$ cat config.mk
export PLATFORM = sky130hd
export DESIGN_NAME = seq_control_unit_flat
export DESIGN_NICKNAME = d
export VERILOG_FILES = /design/src/rtl/seq_control_unit_if.sv /design/src/rtl/seq_control_unit.sv /design/src/flat_wrapper.sv
export SDC_FILE = /design/constraint.sdc
export NUM_CORES = 1
export LEC_CHECK = 0
export ABC_AREA = 1
export ABC_CLOCK_PERIOD_IN_PS = 1800
export CAP_MARGIN = 10
export CORE_AREA = 5 5 42 44
export DETAILED_ROUTE_END_ITERATION = 16
export DIE_AREA = 0 0 47 49
export PLACE_DENSITY = 0.7
export SYNTH_ARGS = -nofsm -noshare
export SYNTH_HDL_FRONTEND = slang
export SYNTH_SLANG_ARGS = --single-unit
$ cat constraint.sdc
create_clock -name clk -period 1.8 [get_ports clk]
set_clock_uncertainty 0.2 [all_clocks]
set_input_delay 0.36 -clock clk [delete_from_list [all_inputs] [get_ports clk]]
set_output_delay 0.36 -clock clk [all_outputs]
set_load 0.005 [all_outputs]
$ cat src/rtl/seq_control_unit_if.sv
// Decode-stage control bundle: opcode and hazard inputs in, ID/EX control fields out.
// master drives opcode/stall/flush; slave is the control unit.
interface seq_control_unit_if #(
  parameter int EXEC_W    = 4,
  parameter int SEQ_STEPS = 2
);
  logic [5:0]           opcode;
  logic                 stall;
  logic                 flush;
  logic                 freeze;
  logic [SEQ_STEPS-1:0] seq_sel;
  logic [EXEC_W-1:0]    exec_cmd;
  logic                 mem_r_en;
  logic                 mem_w_en;
  logic                 wb_en;
  logic                 is_imm;
  logic                 single_src;
  logic [1:0]           branch_type;
  logic                 illegal_op;

  modport master (
    output opcode, stall, flush,
    input  freeze, seq_sel, exec_cmd, mem_r_en, mem_w_en, wb_en,
           is_imm, single_src, branch_type, illegal_op
  );

  modport slave (
    input  opcode, stall, flush,
    output freeze, seq_sel, exec_cmd, mem_r_en, mem_w_en, wb_en,
           is_imm, single_src, branch_type, illegal_op
  );
endinterface

$ cat src/rtl/seq_control_unit.sv
// ID-stage control unit: combinational opcode decode plus an IDLE/BUSY micro-sequencer
// for multi-step macro-ops. Define CTRL_ILLEGAL_TRAP_EN to enable the sticky illegal-opcode flag.
module seq_control_unit #(
  parameter int         EXEC_W       = 4,
  parameter int         SEQ_STEPS    = 2,
  parameter logic [5:0] SEQ_OPCODE   = 6'b111111,
  parameter logic [3:0] SEQ_CMD_BASE = 4'b1100
) (
  input  logic              clk,
  input  logic              rst_n,
  seq_control_unit_if.slave bus
);

  localparam int STEP_W = (SEQ_STEPS > 2) ? $clog2(SEQ_STEPS) : 1;
  localparam logic [STEP_W-1:0] LAST_STEP = STEP_W'(SEQ_STEPS - 1);

  typedef enum logic {IDLE, BUSY} state_t;

  state_t               state, state_nxt;
  logic [STEP_W-1:0]    step, step_nxt;
  logic [STEP_W-1:0]    cur_step;
  logic                 in_seq;

  logic                 freeze_c;
  logic [SEQ_STEPS-1:0] sel_c;
  logic [EXEC_W-1:0]    cmd_c;
  logic                 mem_r_c, mem_w_c, wb_c, imm_c, single_c;
  logic [1:0]           br_c;

  always_ff @(posedge clk or negedge rst_n) begin
    if (!rst_n) begin
      state <= IDLE;
      step  <= '0;
    end else begin
      state <= state_nxt;
      step  <= step_nxt;
    end
  end

  always_comb begin
    freeze_c  = 1'b0;
    sel_c     = '0;
    cmd_c     = '0;
    mem_r_c   = 1'b0;
    mem_w_c   = 1'b0;
    wb_c      = 1'b0;
    imm_c     = 1'b0;
    single_c  = 1'b0;
    br_c      = 2'b00;
    state_nxt = state;
    step_nxt  = step;

    // IF/ID is frozen while BUSY, so the opcode only matters for starting a sequence.
    cur_step = (state == BUSY) ? step : '0;
    in_seq   = (state == BUSY) || (bus.opcode == SEQ_OPCODE);

    if (in_seq) begin
      cmd_c    = EXEC_W'(SEQ_CMD_BASE) + EXEC_W'(cur_step);
      wb_c     = 1'b1;
      sel_c    = SEQ_STEPS'(1) << cur_step;
      freeze_c = (cur_step != LAST_STEP);
    end else begin
      unique case (bus.opcode)
        6'b000001: begin cmd_c = EXEC_W'(4'b0000); wb_c = 1'b1; end
        6'b000011: begin cmd_c = EXEC_W'(4'b0010); wb_c = 1'b1; end
        6'b000101: begin cmd_c = EXEC_W'(4'b0100); wb_c = 1'b1; end
        6'b000110: begin cmd_c = EXEC_W'(4'b0101); wb_c = 1'b1; end
        6'b000111: begin cmd_c = EXEC_W'(4'b0110); wb_c = 1'b1; end
        6'b001000: begin cmd_c = EXEC_W'(4'b0111); wb_c = 1'b1; end
        6'b001001,
        6'b001010: begin cmd_c = EXEC_W'(4'b1000); wb_c = 1'b1; end
        6'b001011: begin cmd_c = EXEC_W'(4'b1001); wb_c = 1'b1; end
        6'b001100: begin cmd_c = EXEC_W'(4'b1010); wb_c = 1'b1; end
        6'b100000: begin cmd_c = EXEC_W'(4'b0000); imm_c = 1'b1; wb_c = 1'b1; single_c = 1'b1; end
        6'b100001: begin cmd_c = EXEC_W'(4'b0010); imm_c = 1'b1; wb_c = 1'b1; single_c = 1'b1; end
        6'b100100: begin
          imm_c = 1'b1; mem_r_c = 1'b1; wb_c = 1'b1; single_c = 1'b1;
        end
        6'b100101: begin imm_c = 1'b1; mem_w_c = 1'b1; end
        6'b101000: begin imm_c = 1'b1; single_c = 1'b1; br_c = 2'b01; end
        6'b101001: begin imm_c = 1'b1; br_c = 2'b10; end
        6'b101010: begin imm_c = 1'b1; single_c = 1'b1; br_c = 2'b11; end
        default:   ;
      endcase
    end

    // A stall turns the slot into a bubble but keeps the step visible, so freeze still holds fetch.
    if (bus.stall) begin
      wb_c    = 1'b0;
      mem_r_c = 1'b0;
      mem_w_c = 1'b0;
      br_c    = 2'b00;
    end

    if (bus.flush) begin
      freeze_c  = 1'b0;
      sel_c     = '0;
      cmd_c     = '0;
      mem_r_c   = 1'b0;
      mem_w_c   = 1'b0;
      wb_c      = 1'b0;
      imm_c     = 1'b0;
      single_c  = 1'b0;
      br_c      = 2'b00;
      state_nxt = IDLE;
      step_nxt  = '0;
    end else if (!bus.stall && in_seq) begin
      if (cur_step == LAST_STEP) begin
        state_nxt = IDLE;
        step_nxt  = '0;
      end else begin
        state_nxt = BUSY;
        step_nxt  = cur_step + STEP_W'(1);
      end
    end
  end

  // Reset blanks the outputs immediately, not just at the next edge.
  assign bus.freeze      = rst_n & freeze_c;
  assign bus.seq_sel     = rst_n ? sel_c : '0;
  assign bus.exec_cmd    = rst_n ? cmd_c : '0;
  assign bus.mem_r_en    = rst_n & mem_r_c;
  assign bus.mem_w_en    = rst_n & mem_w_c;
  assign bus.wb_en       = rst_n & wb_c;
  assign bus.is_imm      = rst_n & imm_c;
  assign bus.single_src  = rst_n & single_c;
  assign bus.branch_type = rst_n ? br_c : 2'b00;

`ifdef CTRL_ILLEGAL_TRAP_EN
  function automatic logic op_legal(input logic [5:0] op);
    case (op)
      6'b000000, 6'b000001, 6'b000011, 6'b000101, 6'b000110, 6'b000111,
      6'b001000, 6'b001001, 6'b001010, 6'b001011, 6'b001100,
      6'b100000, 6'b100001, 6'b100100, 6'b100101,
      6'b101000, 6'b101001, 6'b101010: op_legal = 1'b1;
      default:                         op_legal = 1'b0;
    endcase
  endfunction

  logic illegal_dec;
  logic illegal_q;

  assign illegal_dec = !in_seq && !op_legal(bus.opcode);

  always_ff @(posedge clk or negedge rst_n) begin
    if (!rst_n)
      illegal_q <= 1'b0;
    else if (illegal_dec && !bus.stall && !bus.flush)
      illegal_q <= 1'b1;
  end

  assign bus.illegal_op = illegal_q;
`else
  assign bus.illegal_op = 1'b0;
`endif

endmodule

$ cat src/flat_wrapper.sv
// flat-port wrapper written by rule: the top's interface ports become plain ports
module seq_control_unit_flat 
#(
  parameter int         EXEC_W       = 4,
  parameter int         SEQ_STEPS    = 2,
  parameter logic [5:0] SEQ_OPCODE   = 6'b111111,
  parameter logic [3:0] SEQ_CMD_BASE = 4'b1100
)
  (clk, rst_n, bus_opcode, bus_stall, bus_flush, bus_freeze, bus_seq_sel, bus_exec_cmd, bus_mem_r_en, bus_mem_w_en, bus_wb_en, bus_is_imm, bus_single_src, bus_branch_type, bus_illegal_op);
  seq_control_unit_if #(.EXEC_W(EXEC_W), .SEQ_STEPS(SEQ_STEPS)) bus_i ();
  input  logic clk;
  input  logic rst_n;
  input wire logic [$bits(bus_i.opcode)-1:0] bus_opcode;
  input wire logic [$bits(bus_i.stall)-1:0] bus_stall;
  input wire logic [$bits(bus_i.flush)-1:0] bus_flush;
  output wire logic [$bits(bus_i.freeze)-1:0] bus_freeze;
  output wire logic [$bits(bus_i.seq_sel)-1:0] bus_seq_sel;
  output wire logic [$bits(bus_i.exec_cmd)-1:0] bus_exec_cmd;
  output wire logic [$bits(bus_i.mem_r_en)-1:0] bus_mem_r_en;
  output wire logic [$bits(bus_i.mem_w_en)-1:0] bus_mem_w_en;
  output wire logic [$bits(bus_i.wb_en)-1:0] bus_wb_en;
  output wire logic [$bits(bus_i.is_imm)-1:0] bus_is_imm;
  output wire logic [$bits(bus_i.single_src)-1:0] bus_single_src;
  output wire logic [$bits(bus_i.branch_type)-1:0] bus_branch_type;
  output wire logic [$bits(bus_i.illegal_op)-1:0] bus_illegal_op;
  assign bus_i.opcode = bus_opcode;
  assign bus_i.stall = bus_stall;
  assign bus_i.flush = bus_flush;
  assign bus_freeze = bus_i.freeze;
  assign bus_seq_sel = bus_i.seq_sel;
  assign bus_exec_cmd = bus_i.exec_cmd;
  assign bus_mem_r_en = bus_i.mem_r_en;
  assign bus_mem_w_en = bus_i.mem_w_en;
  assign bus_wb_en = bus_i.wb_en;
  assign bus_is_imm = bus_i.is_imm;
  assign bus_single_src = bus_i.single_src;
  assign bus_branch_type = bus_i.branch_type;
  assign bus_illegal_op = bus_i.illegal_op;
  seq_control_unit #(.EXEC_W(EXEC_W), .SEQ_STEPS(SEQ_STEPS), .SEQ_OPCODE(SEQ_OPCODE), .SEQ_CMD_BASE(SEQ_CMD_BASE)) u_core (.clk(clk), .rst_n(rst_n), .bus(bus_i));
endmodule
# Word level (Yosys, flattened, before mapping)
# Cells that the tools add are included.
word_totals:
  reg_bits: 2
  inputBits: 10
  output_inout_bits: 15
op_classes:
  add_sub_neg: 2
  n_eq_ne: 18
  shifts: 1
  n_mux: 39
  bitwise_logic: 7
  reduce_logical: 9
ops:
  columns: ["operator", "n"]
  rows:
  - ["== test 6 bit, second input constant", 8]
  - ["case mux 4 bit (8 select lines)", 1]
  - ["== test 6 x 4 -> 1 bit, second input constant", 5]
  - ["two-way mux 1 bit", 27]
  - ["== test 6 x 3 -> 1 bit, second input constant", 3]
  - ["two-way mux 2 bit", 7]
  - ["OR reduction 13 bit", 1]
  - ["two-way mux 4 bit", 3]
  - ["OR reduction 7 bit", 1]
  - ["AND 1 bit", 6]
  - ["== test 6 x 1 -> 1 bit, second input constant", 1]
  - ["== test 6 x 2 -> 1 bit, second input constant", 1]
  - ["case mux 2 bit (3 select lines)", 1]
  - ["OR reduction 5 bit", 1]
  - ["adder 3 x 2 -> 4 bit, first input constant", 1]
  - ["OR reduction 2 bit", 2]
  - ["nonzero test 2 bit", 1]
  - ["<< shifter 1 x 1 -> 2 bit, first input constant", 1]
  - ["adder 1 bit, second input constant", 1]
  - ["logical AND 1 bit", 1]
  - ["logical NOT 1 bit", 1]
  - ["logical OR 1 bit", 1]
  - ["inverter 1 bit", 1]

# Logic depth before layout (Yosys ltp)
depth:
  word_depth: 7
  mapped_depth: 8
  ltp_nobuf: 8

# Least setup slack after synthesis
# No wires, ideal clock.
synth_timing:
  path_type: "input-to-output"
  start: "input port bus_opcode[0]"
  end: "output port bus_seq_sel[0]"
  arrival_time_ns: 1.072
  required_ns: 1.240
  setup_slack_ns: 0.168
  cell_stages: 7
  path_cell_list: "nand2_1 -> inv_2 -> nand2_2 -> o21ai_4 -> nand2_2 -> nor2_1 -> buf_4"
synth_via:
  elab_chain_len: 5
synth_rtl:
  columns: ["item", "line", "source"]
  rows:
  - ["start, declared", "flat_wrapper.sv:13", "input wire logic [$bits(bus_i.opcode)-1:0] bus_opcode;"]
  - ["== test 6 bit", "seq_control_unit.sv:55", "in_seq = (state == BUSY) || (bus.opcode == SEQ_OPCODE);"]
  - ["logical OR 1 bit", "seq_control_unit.sv:55", null]
  - ["two-way mux 2 bit", "seq_control_unit.sv:57", "if (in_seq) begin"]
  - ["two-way mux 2 bit", "seq_control_unit.sv:95", "if (bus.flush) begin"]
  - ["two-way mux 2 bit", "seq_control_unit.sv:120", "assign bus.seq_sel = rst_n ? sel_c : '0;"]
  - ["end, declared", "flat_wrapper.sv:17", "output wire logic [$bits(bus_i.seq_sel)-1:0] bus_seq_sel;"]
# No other way between the ends.

# Worst setup path after layout
layout_timing:
  start: "input port bus_opcode[0]"
  end: "output port bus_exec_cmd[1]"
layout_via:
  elab_chain_len: 6
  word_cells_on_any_way: 18
  cone_classes: "eq/ne (11); mux (4); reduce/logical (3)"
layout_rtl:
  columns: ["item", "line", "source"]
  rows:
  - ["== test 6 x 2 -> 1 bit, or another cell as far along", "seq_control_unit.sv:63", "unique case (bus.opcode)"]
  - ["OR reduction 2 bit (no line)", null, null]
  - ["case mux 4 bit (8 select lines)", "seq_control_unit.sv:63", null]
  - ["two-way mux 4 bit *", "seq_control_unit.sv:57", null]
  - ["two-way mux 4 bit *", "seq_control_unit.sv:95", null]
  - ["two-way mux 4 bit *", "seq_control_unit.sv:121", "assign bus.exec_cmd = rst_n ? cmd_c : '0;"]
  - ["end, declared", "flat_wrapper.sv:18", "output wire logic [$bits(bus_i.exec_cmd)-1:0] bus_exec_cmd;"]
# Every way passes the cells marked *; elsewhere a longest branch is shown, timed or not.

==> summary.md <==
| Metric | Value |
|---|---|
| Post-synthesis sequential area ratio | `5.88%` |
| CP cell instances | `buf_8, nand2_4, inv_2, nand2_2, o21ai_4, buf_6, nor2_4, buf_6, o21a_1, buf_2` |
| Seq pwr share | `10.0%` |
| Grt ovf | `0` |
| Hold WS | `0.0559 ns` |
| Hold-fix buffers at CTS | `0` |
| RSZ-0062 raised after global routing | `yes` |
| First-pass GRT wire length | `3230 µm` |
| Syn nets | `99` |
| Post-Synth XOR/XNOR Area | `0%` |
| Die area | `2300 µm²` |
| VDD IR-drop max | `0.000122 V` |
| EDFF count, synth | `0` |
| Netlist Area Pre-Place | `425 µm²` |
| Setup slack after layout | `-0.0488 ns` |
| Cell Rows | `14` |
| Clk slew on worst S/H paths | `0 ns` |
| Critical Path RT | `1.24 ns` |
| Simple-gate share of the synthesized area | `62.1%` |
| Post-synth top area cell | `nand2_1` |
| Biggest register | `u_core.state` |
| Vias in the first global route | `693` |
| Logic gate share of total power | `90.0%` |
| Drt pass-1 iters | `4` |
| Most used DFF post-synth | `dfrtp_1` |
| Top cells by area, synth | `nand2_1, nor2_1, nand3_1` |
| Largest family of logic cells by synthesized area | `simple AND/OR/NAND/NOR gates` |
| Min Tclk post-route | `1.85 ns` |
| Worst hold path class | `in2async` |
| P_int | `0.137 mW` |
| Top cells by count, synth | `nand2_1, nor2_1, inv_1` |
| CP max stage delay | `0.13 ns` |
| Final setup viols | `5` |
| NumNets Final | `154` |
| Regs by FF count | `u_core.state: 1 flops` |
| Max_cap viols | `0` |
| Die width | `47 µm` |
| Compound-Gate Fraction of Synth Area | `12.6%` |
| Largest register FFs | `1` |
| Final hold violations | `0` |
| Post-synthesis mux area share | `0%` |
| Pin count of the biggest net entering global routing | `6` |
| Input/output buffers | `23` |
| Bufs and invs on worst path | `5` |
| Post-synthesis adder-cell area fraction | `0%` |
| Routed length per instance | `14.9 µm` |
| Total wire length | `2360 µm` |
| Post-synth top area share | `21.2%` |
| Via count | `798` |
| CP endpoint kind | `primary output` |
| Initial Utilization | `30.4%` |
| Vias per inst | `5.05` |
| Sw frac | `45.4%` |
| FF+latch count, synth | `1` |
| Synth cell types | `17` |
| Failing checks | `negative setup slack` |
| Critical path type | `in2out` |
| Routed Antenna Nets | `0` |
| FMAX | `0.541 GHz` |
| Syn Area/Cell | `4.78 µm²` |
| Synthesis-to-layout area growth | `157%` |
| Total track usage | `18.1%` |
| Dpl cells | `141` |
| Lkg Pwr | `0.604 nW` |
| Startpoint types | `primary input` |
| Worst-skew pair later-pin latency | `0 ns` |
| Die Y | `49 µm` |
| Design Area, Final | `1090 µm²` |
| PD cells | `230 nW/µm²` |
| Fraction of layout cells with a size suffix above 1 | `73.2%` |
| Most common cell on crit path | `buf_6` |
| Async S/R FF share, synth | `100%` |
| Net switching power | `0.114 mW` |
| Core ar. | `1400 µm²` |
| Crit path max-delay family | `buffers and inverters` |
| Arr. time, crit path | `1.29 ns` |
| RD Place Congestion | `0.806` |
| DRT iter0 DRCs | `16` |
| Post-DP Area | `773 µm²` |
| Setup TNS | `-0.172 ns` |
| Yosys warns | `0` |
| Final worst path period share | `103%` |
| Status | `finished, violations left` |
| Fin cells | `158` |
| Fin. max-slew vios | `0` |
| Post-synthesis cell count | `89` |
| Hpwl dp | `1170 µm` |
| Critical-path top delay cell | `buf_6` |
| DRC viols | `0` |
| Clock power frac | `0%` |
| N_diodes | `0` |
| Most frequent cell after synthesis | `nand2_1` |
| Initial antenna violation count | `0` |
| Maximum fanout along the worst path | `3` |
| Top Ports | `25` |
-- power by group through the flow --
| stage | combinational [mW] | clock (mW) | sequential (mW) |
|---|---|---|---|
| 2_1_floorplan | 0.0561 | 0 | 0.0250 |
| 3_3_place_gp | 0.126 | 0 | 0.0252 |
| 3_5_place_dp | 0.128 | 0 | 0.0253 |
| 4_1_cts | 0.191 | 0 | 0.0253 |
| 5_1_grt | 0.239 | 0 | 0.0255 |
| 6_report | 0.226 | 0 | 0.0252 |
-- worst reg2reg max path, delay by kind of cell (launching register included) --
family                 cells  cell delay (ns)
flip-flops                 1             0.37
AND/OR/NAND/NOR            1             0.06
AO/OA/AOI/OAI              2             0.12
buffers and inverters      5             0.57
-- metal layers --
layer / GRT usage, % / up-vias / routed length (µm)
met5: 0 / - / 0
met4: 3.69 / 0 / 104
li1: - / 377 / -
met2: 32.4 / 27 / 1230
met3: 0.738 / 10 / 110
met1: 22.8 / 384 / 919
-- worst paths after layout --
path,from,end,slack (ns),cells after the start
worst max-delay path,bus_opcode[0],bus_exec_cmd[1],-0.05,10
worst min-delay path,rst_n,u_core.state$_DFFE_PN0P_,0.06,2
worst max register to register,u_core.state$_DFFE_PN0P_,u_core.state$_DFFE_PN0P_,0.35,8
worst min register to register,u_core.state$_DFFE_PN0P_,u_core.state$_DFFE_PN0P_,0.49,3
max in group asynchronous,rst_n,u_core.state$_DFFE_PN0P_,1.26,2
min in group clk,bus_flush,u_core.state$_DFFE_PN0P_,0.48,3
-- logic make-up after synthesis --
logic type | after synthesis
and+or+nand+nor | 62
DFF | 1
buffers and inverters | 19
AOI/OAI and AO/OA | 6
other | 1
-- timing repair --
action / CTS / global route
pin swaps: 19 / 17
setup buffers: 17 / 0
endpoints found under the setup margin: 15 / 13
hold endpoints to repair: 0 / 0
gates resized for setup: 139 / 31
-- cell type report --
| cell class | instances | area, µm² |
|---|---|---|
| multi-input combinational | 69 | 519 |
| timing repair buffer | 55 | 464 |
| fill | 84 | 307 |
| inverter | 17 | 66.3 |
| sequential | 1 | 25.0 |
| tap | 16 | 20.0 |
-- cells in the final DEF, fill, tap and decap left out, types with 6 or more instances in the layout --
cell,count
nand2_1,14
nor2_4,9
nor2_2,6
inv_1,6
nor2_1,7
buf_6,15
buf_2,13
nand2_2,7
inv_2,10
buf_4,21
-- stage by stage --
step                power [mW]  setup slack [ns]  util, %
global route             0.265           -0.0900     78.1
detailed placement       0.153            -0.888     55.2
finish                   0.252           -0.0488     78.1
CTS                      0.216           -0.0471     71.6
floorplan               0.0811             0.168        -
global placement         0.151            -0.846     55.2
Note: power is estimated with default switching activity, not from simulation.
